--- config.mk ---
export PLATFORM = sky130hd
export DESIGN_NAME = exc_cp0_ctrl
export DESIGN_NICKNAME = d
export VERILOG_FILES = /design/src/rtl/exc_cp0_ctrl.sv
export SDC_FILE = /design/constraint.sdc
export NUM_CORES = 1
export LEC_CHECK = 0
export CELL_PAD_IN_SITES_DETAIL_PLACEMENT = 1
export CELL_PAD_IN_SITES_GLOBAL_PLACEMENT = 1
export CORE_MARGIN = 2
export CORE_UTILIZATION = 27
export CTS_CLUSTER_SIZE = 10
export DETAILED_ROUTE_END_ITERATION = 16
export GPL_TIMING_DRIVEN = 0
export PLACE_DENSITY_LB_ADDON = 0.1
export SLEW_MARGIN = 15
export SYNTH_ARGS = -nofsm -noshare
export SYNTH_HDL_FRONTEND = slang
export SYNTH_SLANG_ARGS = --single-unit
--- constraint.sdc ---
create_clock -name clk -period 2.6 [get_ports clk]
set_clock_uncertainty 0.05 [all_clocks]
set_input_delay 0.65 -clock clk [delete_from_list [all_inputs] [get_ports clk]]
set_output_delay 0.65 -clock clk [all_outputs]
set_load 0.1 [all_outputs]
--- src/rtl/exc_cp0_ctrl.sv ---
// M-stage exception/interrupt controller with SR/Cause/EPC/PRId state, mtc0/mfc0 and eret.
// Optional macro EXC_BD_EN: honour bd_m (EPC <= pc_m - 4, Cause.BD) for delay-slot faults.
module exc_cp0_ctrl #(
    parameter int unsigned NUM_HWINT  = 6,
    parameter logic [31:0] HANDLER_PC = 32'h0000_4180,
    parameter logic [31:0] PRID       = 32'h2021_0007
) (
    input  logic                 clk,
    input  logic                 reset_n,
    input  logic [4:0]           exc_code_m,
    input  logic [31:0]          pc_m,
    input  logic                 valid_m,
    input  logic [NUM_HWINT-1:0] hwint,
    input  logic                 cp0_we,
    input  logic [4:0]           cp0_addr,
    input  logic [31:0]          cp0_wdata,
    input  logic                 eret_m,
    input  logic                 bd_m,
    output logic [31:0]          cp0_rdata,
    output logic                 exc_req,
    output logic [31:0]          exc_target,
    output logic [31:0]          epc_out,
    output logic                 exl_out
);

    localparam int IM_LSB = 10;

    localparam logic [0:0] ST_NORMAL  = 1'b0;
    localparam logic [0:0] ST_HANDLER = 1'b1;

    logic [0:0]           state_q, state_d;
    logic                 ie_q, ie_d;
    logic [NUM_HWINT-1:0] im_q, im_d;
    logic [NUM_HWINT-1:0] ip_q;
    logic [4:0]           exccode_q, exccode_d;
    logic                 bd_q, bd_d;
    logic [31:0]          epc_q, epc_d;

    logic        exl;
    logic        int_pend;
    logic        exc_pend;
    logic [31:0] epc_new;
    logic [31:0] sr_val;
    logic [31:0] cause_val;
    logic        unused_ok;

    // Only some write-data bits map to fields; bd_m is dead in the default build.
    assign unused_ok = ^{cp0_wdata, bd_m};

    assign exl      = (state_q == ST_HANDLER);
    assign int_pend = ie_q & ~exl & (|(hwint & im_q));
    assign exc_pend = valid_m & (exc_code_m != 5'd0) & ~exl;
    assign exc_req  = int_pend | exc_pend;

    assign exc_target = exc_req ? HANDLER_PC : epc_q;
    assign epc_out    = epc_q;
    assign exl_out    = exl;

    always_comb begin
        epc_new = pc_m;
`ifdef EXC_BD_EN
        if (bd_m) epc_new = pc_m - 32'd4;
`endif
        // A misaligned fetch faults on the PC itself; resume from the enclosing word.
        if (exc_pend && !int_pend && exc_code_m == 5'd4) epc_new[1:0] = 2'b00;
    end

    always_comb begin
        sr_val                        = '0;
        sr_val[IM_LSB +: NUM_HWINT]   = im_q;
        sr_val[1]                     = exl;
        sr_val[0]                     = ie_q;
        cause_val                     = '0;
        cause_val[31]                 = bd_q;
        cause_val[IM_LSB +: NUM_HWINT] = ip_q;
        cause_val[6:2]                = exccode_q;
    end

    always_comb begin
        case (cp0_addr)
            5'd12:   cp0_rdata = sr_val;
            5'd13:   cp0_rdata = cause_val;
            5'd14:   cp0_rdata = epc_q;
            5'd15:   cp0_rdata = PRID;
            default: cp0_rdata = '0;
        endcase
    end

    always_comb begin
        // NOTE: every next-state signal starts from its current value, so no path leaves it unassigned (no latches).
        state_d   = state_q;
        ie_d      = ie_q;
        im_d      = im_q;
        exccode_d = exccode_q;
        bd_d      = bd_q;
        epc_d     = epc_q;
        if (exc_req) begin
            state_d   = ST_HANDLER;
            exccode_d = int_pend ? 5'd0 : exc_code_m;
            epc_d     = epc_new;
`ifdef EXC_BD_EN
            bd_d      = bd_m;
`else
            bd_d      = 1'b0;
`endif
        end else begin
            if (cp0_we) begin
                case (cp0_addr)
                    5'd12: begin
                        im_d    = cp0_wdata[IM_LSB +: NUM_HWINT];
                        state_d = cp0_wdata[1];
                        ie_d    = cp0_wdata[0];
                    end
                    5'd14:   epc_d = cp0_wdata;
                    default: ;
                endcase
            end
            if (eret_m) state_d = ST_NORMAL;
        end
    end

    // NOTE: state registers use non-blocking assignments so every flop samples pre-edge values.
    always_ff @(posedge clk or negedge reset_n) begin
        if (!reset_n) begin
            state_q   <= ST_NORMAL;
            ie_q      <= 1'b0;
            im_q      <= '0;
            ip_q      <= '0;
            exccode_q <= 5'd0;
            bd_q      <= 1'b0;
            epc_q     <= '0;
        end else begin
            state_q   <= state_d;
            ie_q      <= ie_d;
            im_q      <= im_d;
            ip_q      <= hwint;
            exccode_q <= exccode_d;
            bd_q      <= bd_d;
            epc_q     <= epc_d;
        end
    end

endmodule

==> run summary, run 1 <==
For this run, the post-layout net count is between 500 and 600. The number of max-slew violations in the final report is 0. The number of port buffers is approximately 180. Setup repair after global routing could not meet its margin everywhere. The number of enable-type register cells in the synthesized netlist is 0. The final global-route overflow total came out at 0.

The I/O pin total came out at roughly 180. The detailed placer's ending HPWL is roughly 9.3 mm. The number of instances in the synthesized netlist came out at roughly 280. The number of design-rule violations left by the first detailed-router iteration is 49. The total wire length after detailed routing came out at about 13 mm. The startpoint of the lowest-slack register-to-register path is exl_out. For this design, the sink count on the clock tree is 51. For the worst-skew pair, the clock arrives at the later sink with an insertion delay of around 0.29 ns. The most used flip-flop cell after synthesis is sky130_fd_sc_hd__dfrtp_1. The via count of the first global-routing pass was about 3600. The total clock buffers created by CTS came out at 5. Global routing used 22.5% of the available tracks.

A synthesized cell averages roughly 11 um^2. The number of buffers inserted for hold repair after clock tree synthesis came out at 0. The element type at the critical path start is a primary input. The category of the most critical setup path is in -> out. Measured along the x axis, the die boundary spans 110 um. The iteration count of the initial detailed-routing pass is 4. The worst-case headroom to the max-slew limit came out at about a third.

Setup violations remaining at the end of the flow were counted as 33. Clock-pin slew was measured on the worst setup and hold paths at 0.07 ns. The per-cell via count in the routed design is between 4 and 5. CTS built an H-tree with a depth of 2. For this run, the top clock speed supported by timing is 366 MHz. The via count is ~3100. For this run, asynchronously set or reset flops after synthesis account for 100%. The initial antenna violation count came out at 0. After detailed routing, the number of remaining DRC violations is 0. The first global-routing pass estimated 20.2 mm of wire. Sequential elements use about two fifths of the synthesized area.

The final estimated routing congestion in global placement came out at approximately 0.76. The setup slack after placement is -2.36 ns. The actual slew at the worst max-slew pin is approximately 1 ns. TritonCTS built the clock tree.

The smallest clock period supported by the final layout is computed as roughly 2.7 ns. The synthesis warning total is 0. The average wire per cell in the routed design came out at 20.9 um. Measured in cells, the most critical reg-to-reg path has a length of 15. The flop and latch count out of synthesis came out at 51. The net count after synthesis is about 370.

The maximum buffer depth of the clock tree came out at 2. The number of distinct library cell variants in the gate-level netlist after synthesis came out at 34. The area of the die came out at about 0.012 mm^2. The ratio of final minimum period to clock period came out at 105%. The number of antenna cells inserted is 0. The flow ran to the end, but the final reports show violations. The die height is 110 um. Once the floorplan was initialized, standard cells occupied 27.9% of the core. The standard cell core area came out at approximately 0.011 mm^2.

The maximum number of pins on one net before global-route repair is 52. The min-delay analysis places its worst path in the category in -> async. The arrival time at the worst endpoint came out at about 2.0 ns.

The highest fanout seen on the critical path is 8. The number of filler cells placed in the layout is about 1100. Cells with a size suffix above 1 make up about 52% of the layout. The endpoint identified for the worst register-to-register timing path is epc_out[1].

The checks that failed: negative setup slack. The worst hold margin is 0.354 ns. The row count is 38.

The final-report hold violation count is 0. The max capacitance violation total came out at 0. The number of nets with antenna violations after detailed routing is 0. CTS placed an instance of sky130_fd_sc_hd__clkbuf_16 at the clock tree root.

Data on the critical path is required at its endpoint by approximately 1.9 ns. In this run the cell area of the synthesized design comes to ~0.0031 mm^2. The area growth from synthesis to layout came out at 105%. The slack of the worst reg-to-reg path came out at around 0.12 ns.

The smallest setup slack after layout came out at -0.132 ns. STA classifies the critical path endpoint as a primary output.
[worst max path at each step]
stage                        from        endpoint  slack, ns  depth (start not counted)
global route        exc_code_m[1]  exc_target[18]      -0.18                          8
global placement      cp0_addr[1]   cp0_rdata[18]      -2.34                          6
CTS                 exc_code_m[4]  exc_target[17]      -0.08                          8
finish              exc_code_m[1]  exc_target[18]      -0.13                          8
detailed placement    cp0_addr[1]   cp0_rdata[22]      -2.36                          6
floorplan             cp0_addr[0]   cp0_rdata[10]      -0.25                          6
[layout by cell type, fill, tap and decap left out, types with 2 or more instances in the layout]
master                             n
sky130_fd_sc_hd__dfrtp_1          50
sky130_fd_sc_hd__nor3_1            2
sky130_fd_sc_hd__nor2_2           11
sky130_fd_sc_hd__a22o_1            5
sky130_fd_sc_hd__o21ai_0          25
sky130_fd_sc_hd__a22oi_2           3
sky130_fd_sc_hd__nor4_1            2
sky130_fd_sc_hd__or3_1             3
sky130_fd_sc_hd__clkdlybuf4s15_1   3
sky130_fd_sc_hd__a21oi_4           3
sky130_fd_sc_hd__or3_4             4
sky130_fd_sc_hd__clkinvlp_4        2
sky130_fd_sc_hd__a21oi_1           8
sky130_fd_sc_hd__buf_12           46
sky130_fd_sc_hd__nor2_1            9
sky130_fd_sc_hd__clkdlybuf4s50_1  89
sky130_fd_sc_hd__a22oi_1           4
sky130_fd_sc_hd__and2_4           39
sky130_fd_sc_hd__buf_6            18
sky130_fd_sc_hd__o21ai_1           5
sky130_fd_sc_hd__dlygate4sd2_1     6
sky130_fd_sc_hd__clkbuf_16         9
sky130_fd_sc_hd__buf_8             3
sky130_fd_sc_hd__dlymetal6s2s_1    5
sky130_fd_sc_hd__nand2b_4          2
sky130_fd_sc_hd__and2_2            6
sky130_fd_sc_hd__mux2_4           15
sky130_fd_sc_hd__nor2b_1           2
sky130_fd_sc_hd__buf_4            39
sky130_fd_sc_hd__nor2_4            6
sky130_fd_sc_hd__clkbuf_4          2
sky130_fd_sc_hd__buf_2            13
sky130_fd_sc_hd__mux2i_1          19
sky130_fd_sc_hd__clkbuf_8          3
sky130_fd_sc_hd__mux2_2           28
[synth_stat cells, drive strengths merged, types with 2 or more instances]
cell type  instances  area share, %
a21oi             12            2.1
a22o               5            1.4
a22oi              7            1.7
and2              45            9.2
buf                9            2.7
clkbuf            10            1.3
dfrtp             51             42
inv                3           0.37
mux2              43             18
mux2i             19            6.2
nand2b             2           0.66
nor2              26            3.7
nor2b              2           0.41
nor3               3           0.86
nor4               3            1.1
o21ai             30            4.9
or3                7            1.6
[metal layers]
metal | vias up | part of all wire (%) | GRT usage, % | wire [um]
met3 | 12 | 7.9 | 6.53 | 1070
li1 | 1430 | - | - | -
met1 | 1556 | 39 | 26.0 | 5240
met2 | 115 | 52 | 41.1 | 7000
met5 | - | 0 | 0 | 0
met4 | 0 | 1.4 | 4.46 | 184
[per-stage QoR]
step | cell area [um^2] | util, % | instances | TNS [ns]
floorplan | 3250 | - | 283 | -4.15
global placement | 5240 | 47.9 | 604 | -174.39
detailed placement | 5230 | 47.8 | 604 | -129.00
CTS | 6180 | 56.5 | 642 | -2.02
global route | 6260 | 57.2 | 645 | -4.93
finish | 6260 | 57.2 | 645 | -3.57
[sequential cells by signal (all words and copies together) (netlist names)]
register,cells
ie_q,1
epc_out,32
ip_q,6
exl_out,1
exccode_q,5
im_q,6
[worst max-delay path, cell delays in order]
cell and delay (ns):
sky130_fd_sc_hd__buf_8 0.10, sky130_fd_sc_hd__nor4_4 0.37, sky130_fd_sc_hd__a21oi_4 0.13, sky130_fd_sc_hd__nor2_4 0.14, sky130_fd_sc_hd__buf_12 0.15, sky130_fd_sc_hd__clkbuf_16 0.16, sky130_fd_sc_hd__and2_4 0.15, sky130_fd_sc_hd__buf_12 0.16
[cells by family after synthesis]
family / after synthesis / synth area share (%)
AOI/OAI and AO/OA: 55 / 11.0
buffers and inverters: 22 / 4.30
DFF: 51 / 41.8
muxes: 62 / 23.9
and+or+nand+nor: 93 / 18.9
[repair_timing]
action                                 in CTS  in global routing
pin swaps                                  10                  5
endpoints found under the hold margin       0                  0
setup endpoints to repair                  93                 66
gates cloned                                4                  0
resized for setup                         620                 27
buffers inserted                           27                  5
[layout make-up]
cell class | count | area [um^2] | area share (%)
flip-flops and latches | 51 | 1280 | 20.4
inverters | 3 | 15.0 | 0.240
repair buffers | 216 | 2520 | 40.3
plain buffers | 18 | 215 | 3.44
multi-input cells | 210 | 1890 | 30.2
well taps | 140 | 175 | 2.80
clock buffers | 5 | 125 | 2.00
clock inverters | 2 | 37.5 | 0.600
Power of run 1 is not shown: default switching activity piles up to over one toggle a cycle in this logic, so the estimate is an artifact.
==> run 2: changes to the inputs <==
--- a/config.mk
+++ b/config.mk
@@ -8,11 +8,11 @@
 export CELL_PAD_IN_SITES_DETAIL_PLACEMENT = 1
 export CELL_PAD_IN_SITES_GLOBAL_PLACEMENT = 1
 export CORE_MARGIN = 2
-export CORE_UTILIZATION = 27
+export CORE_UTILIZATION = 25
 export CTS_CLUSTER_SIZE = 10
 export DETAILED_ROUTE_END_ITERATION = 16
 export GPL_TIMING_DRIVEN = 0
-export PLACE_DENSITY_LB_ADDON = 0.1
+export PLACE_DENSITY = 0.88
 export SLEW_MARGIN = 15
 export SYNTH_ARGS = -nofsm -noshare
 export SYNTH_HDL_FRONTEND = slang
==> constraint.sdc (replaced) <==
create_clock -name clk -period 2.2 [get_ports clk]
set_clock_uncertainty 0.05 [all_clocks]
set_input_delay 0.55 -clock clk [delete_from_list [all_inputs] [get_ports clk]]
set_output_delay 0.55 -clock clk [all_outputs]
set_load 0.1 [all_outputs]
==> run summary, run 2 (same netlist as run 1, synthesis figures left out) <==
The flow ran to the end, but the final reports show violations. The final reports fail on negative setup slack. Setup repair after global routing could not meet its margin everywhere. The via count is 3133 (+0.64%).

The total DRC errors in the routed layout is 0 (unchanged). The clock-pin transition on the worst setup and hold timing paths is 0.08 ns (about the same). The standard cell core area was 0.0120 mm^2 (+9.4%). For this run, the top clock speed supported by timing is between 300 and 400 MHz. The total routing usage reported by global routing came out at 21.1% (-1.3 points). The final global-route overflow total came out at 0 (unchanged). The TritonCTS clock tree is built.

The overall die width is 115 um (+3.8%). The sequential cell area is 0.00130 mm^2 (+1.8%). The maximum number of pins on one net before global-route repair is 52 (unchanged). The number of port buffers came out at 181 (unchanged).

The detailed placer's ending HPWL is 9.90 mm (+6.3%). The arrival time at the worst endpoint is 2.00 ns (-0.03 ns). The total wire length after detailed routing is 14.3 mm (+6.2%). The sum of routed wire segments on met1 is 5.41 mm (+3.3%). The final estimated routing congestion in global placement is 0.798 (+5.7%). The actual slew at the worst max-slew pin was 0.983 ns (-0.0162 ns). The worst path required time is 1.60 ns (-0.30 ns). The initial antenna violation count is 0 (unchanged).

The worst-case headroom to the max-slew limit was 34.7% (+1.4 points). The final-report hold violation count is 0 (unchanged). The length of routed met2 wiring is 7.62 mm (+8.9%).

The worst reg2reg path depth is 5 (-10). The number of filler cells placed in the layout came out at 1219 (+6.3%). The clock latency on the worst-skew pair came to 0.29 ns (about the same).

The nature of the critical path endpoint is a primary output. The per-cell via count in the routed design is 4.86 (+0.64%). The post-layout minimum cycle time came out at roughly 2.6 ns. The ratio of final minimum period to clock period came out at 118%. The top routing layer in use is met4. The fraction of final layout cells sized beyond drive strength 1 is 57.6% (+5.6 points). The instance area after placement came out at 0.00542 mm^2 (+3.5%).

The critical path goes through a22oi_2 -> a311oi_4 -> nor2_4 -> buf_12 -> clkbuf_16 -> and2_4 -> buf_12. The number of buffers inserted for hold repair after clock tree synthesis is 0 (unchanged). The slowest cell on the critical path is sky130_fd_sc_hd__a311oi_4. The biggest cell delay along the critical path is 0.46 ns (+0.09 ns). The maximum buffer depth of the clock tree is 2 (unchanged). The area of the die came out at 0.0131 mm^2 (+7.7%). The multi-input combinational cell area came to 0.00198 mm^2 (+4.8%). The library cell used most frequently in the layout, excluding fill and tap cells, is sky130_fd_sc_hd__clkdlybuf4s50_1. The initial core utilization came out at 25.5% (-2.4 points). The via count of the first global-routing pass came to 3689 (+3.9%).

The worst min-delay path class is in -> async. The number of setup violations in the final report is 33 (unchanged). The startpoint of the lowest-slack register-to-register path is im_q[0]. The number of instances in the placed design is 611 (+1.2%). The area growth from synthesis to layout is 106%. The detailed route wirelength on metal3 came to 1.03 mm (-3.9%). The critical path is of the reg -> out type. STA classifies the critical path startpoint as a flip-flop.

In this run the clock root is driven by a sky130_fd_sc_hd__clkbuf_16. The iteration count of the initial detailed-routing pass is 4 (unchanged). The I/O pin total is 184 (unchanged). The CTS sink count was 51 (unchanged). The count of placed standard cells in the final layout, fillers left out is 645 (unchanged). The global-route wire length before repair came out at 21.1 mm (+4.3%). The row count is 40 (+5.3%). The max capacitance violation total is 0 (unchanged). The total clock buffers created by CTS is 5 (unchanged). The flip-flop count of the largest register, all copies and words added is 32 (unchanged). The number of design-rule violations left by the first detailed-router iteration came to 92 (+88%). The number of max-slew violations in the final report came to 0 (unchanged).

The final design instance area without fill came out at 0.00630 mm^2 (+0.66%). Leaving out fill and tap cells, the most frequent cells in the layout are sky130_fd_sc_hd__clkdlybuf4s50_1 (66), sky130_fd_sc_hd__buf_12 (47), sky130_fd_sc_hd__and2_4 (39). The H-tree level count is 2 (unchanged). The highest fanout seen on the critical path came out at 8 (unchanged). Counting stages on the worst path, the most repeated cell is sky130_fd_sc_hd__buf_12. The critical path starts at im_q[4]. The die height is 115 um (+3.8%).

The worst hold margin came out at 0.254 ns (-0.100 ns). The number of nets with antenna violations after detailed routing came out at 0 (unchanged). The post-layout net count came to 583 (-1.4%).

The average wire per cell in the routed design is 22.2 um (+6.2%). The smallest setup slack after layout is -0.403 ns (-0.271 ns). The slack of the worst reg-to-reg path is 0.14 ns (+0.02 ns). The number of antenna cells inserted is 0 (unchanged).
## run 2: layout make-up
cell class / instances / share of cell area (%)
Inverter: 3 / 0.377
Sequential cell: 51 / 20.6
Tap cell: 147 / 2.92
Clock buffer: 5 / 1.99
Timing Repair Buffer: 208 / 38.3
Multi-Input combinational cell: 210 / 31.4
Clock inverter: 3 / 0.397
Buffer: 18 / 4.01
## run 2: metal layers
metal  global-route usage (%)  up-vias
met1                     24.2     1554
met3                     5.56       19
met2                     39.3      136
met4                     4.63        0
met5                        0        -
li1                         -     1424
## run 2: per-stage QoR
step | utilization (%) | setup slack (ns) | setup TNS, ns
3_5_place_dp | 45.3 | -2.02 | -136.04
4_1_cts | 51.6 | -0.415 | -13.18
3_3_place_gp | 45.3 | -1.95 | -193.81
5_1_grt | 52.7 | -0.436 | -13.89
6_report | 52.7 | -0.403 | -12.67
2_1_floorplan | - | -0.124 | -4.64
## run 2: timing repair
item | 4_1_cts | 5_1_grt
hold endpoints to repair | 0 | 0
pin swaps | 20 | 5
resized for setup | 638 | 49
setup buffers | 16 | 7
gates cloned | 4 | 1
setup endpoints to repair | 135 | 74
## run 2: path summary, 6_finish.rpt
check	endpoint
hold reg to reg	exccode_q[2]
hold / removal	ip_q[2]
setup reg to reg	im_q[3]
min in group clk	ip_q[5]
setup / recovery	exc_target[0]
max in group asynchronous	exl_out
## run 2: critical path: cells and delay by family, from the launching register on
family	cells	cell delay, ns
simple gates	2	0.24
compound gates	2	0.59
buf+inv	3	0.48
flops	1	0.39
Power of run 2 is left out for the same reason.
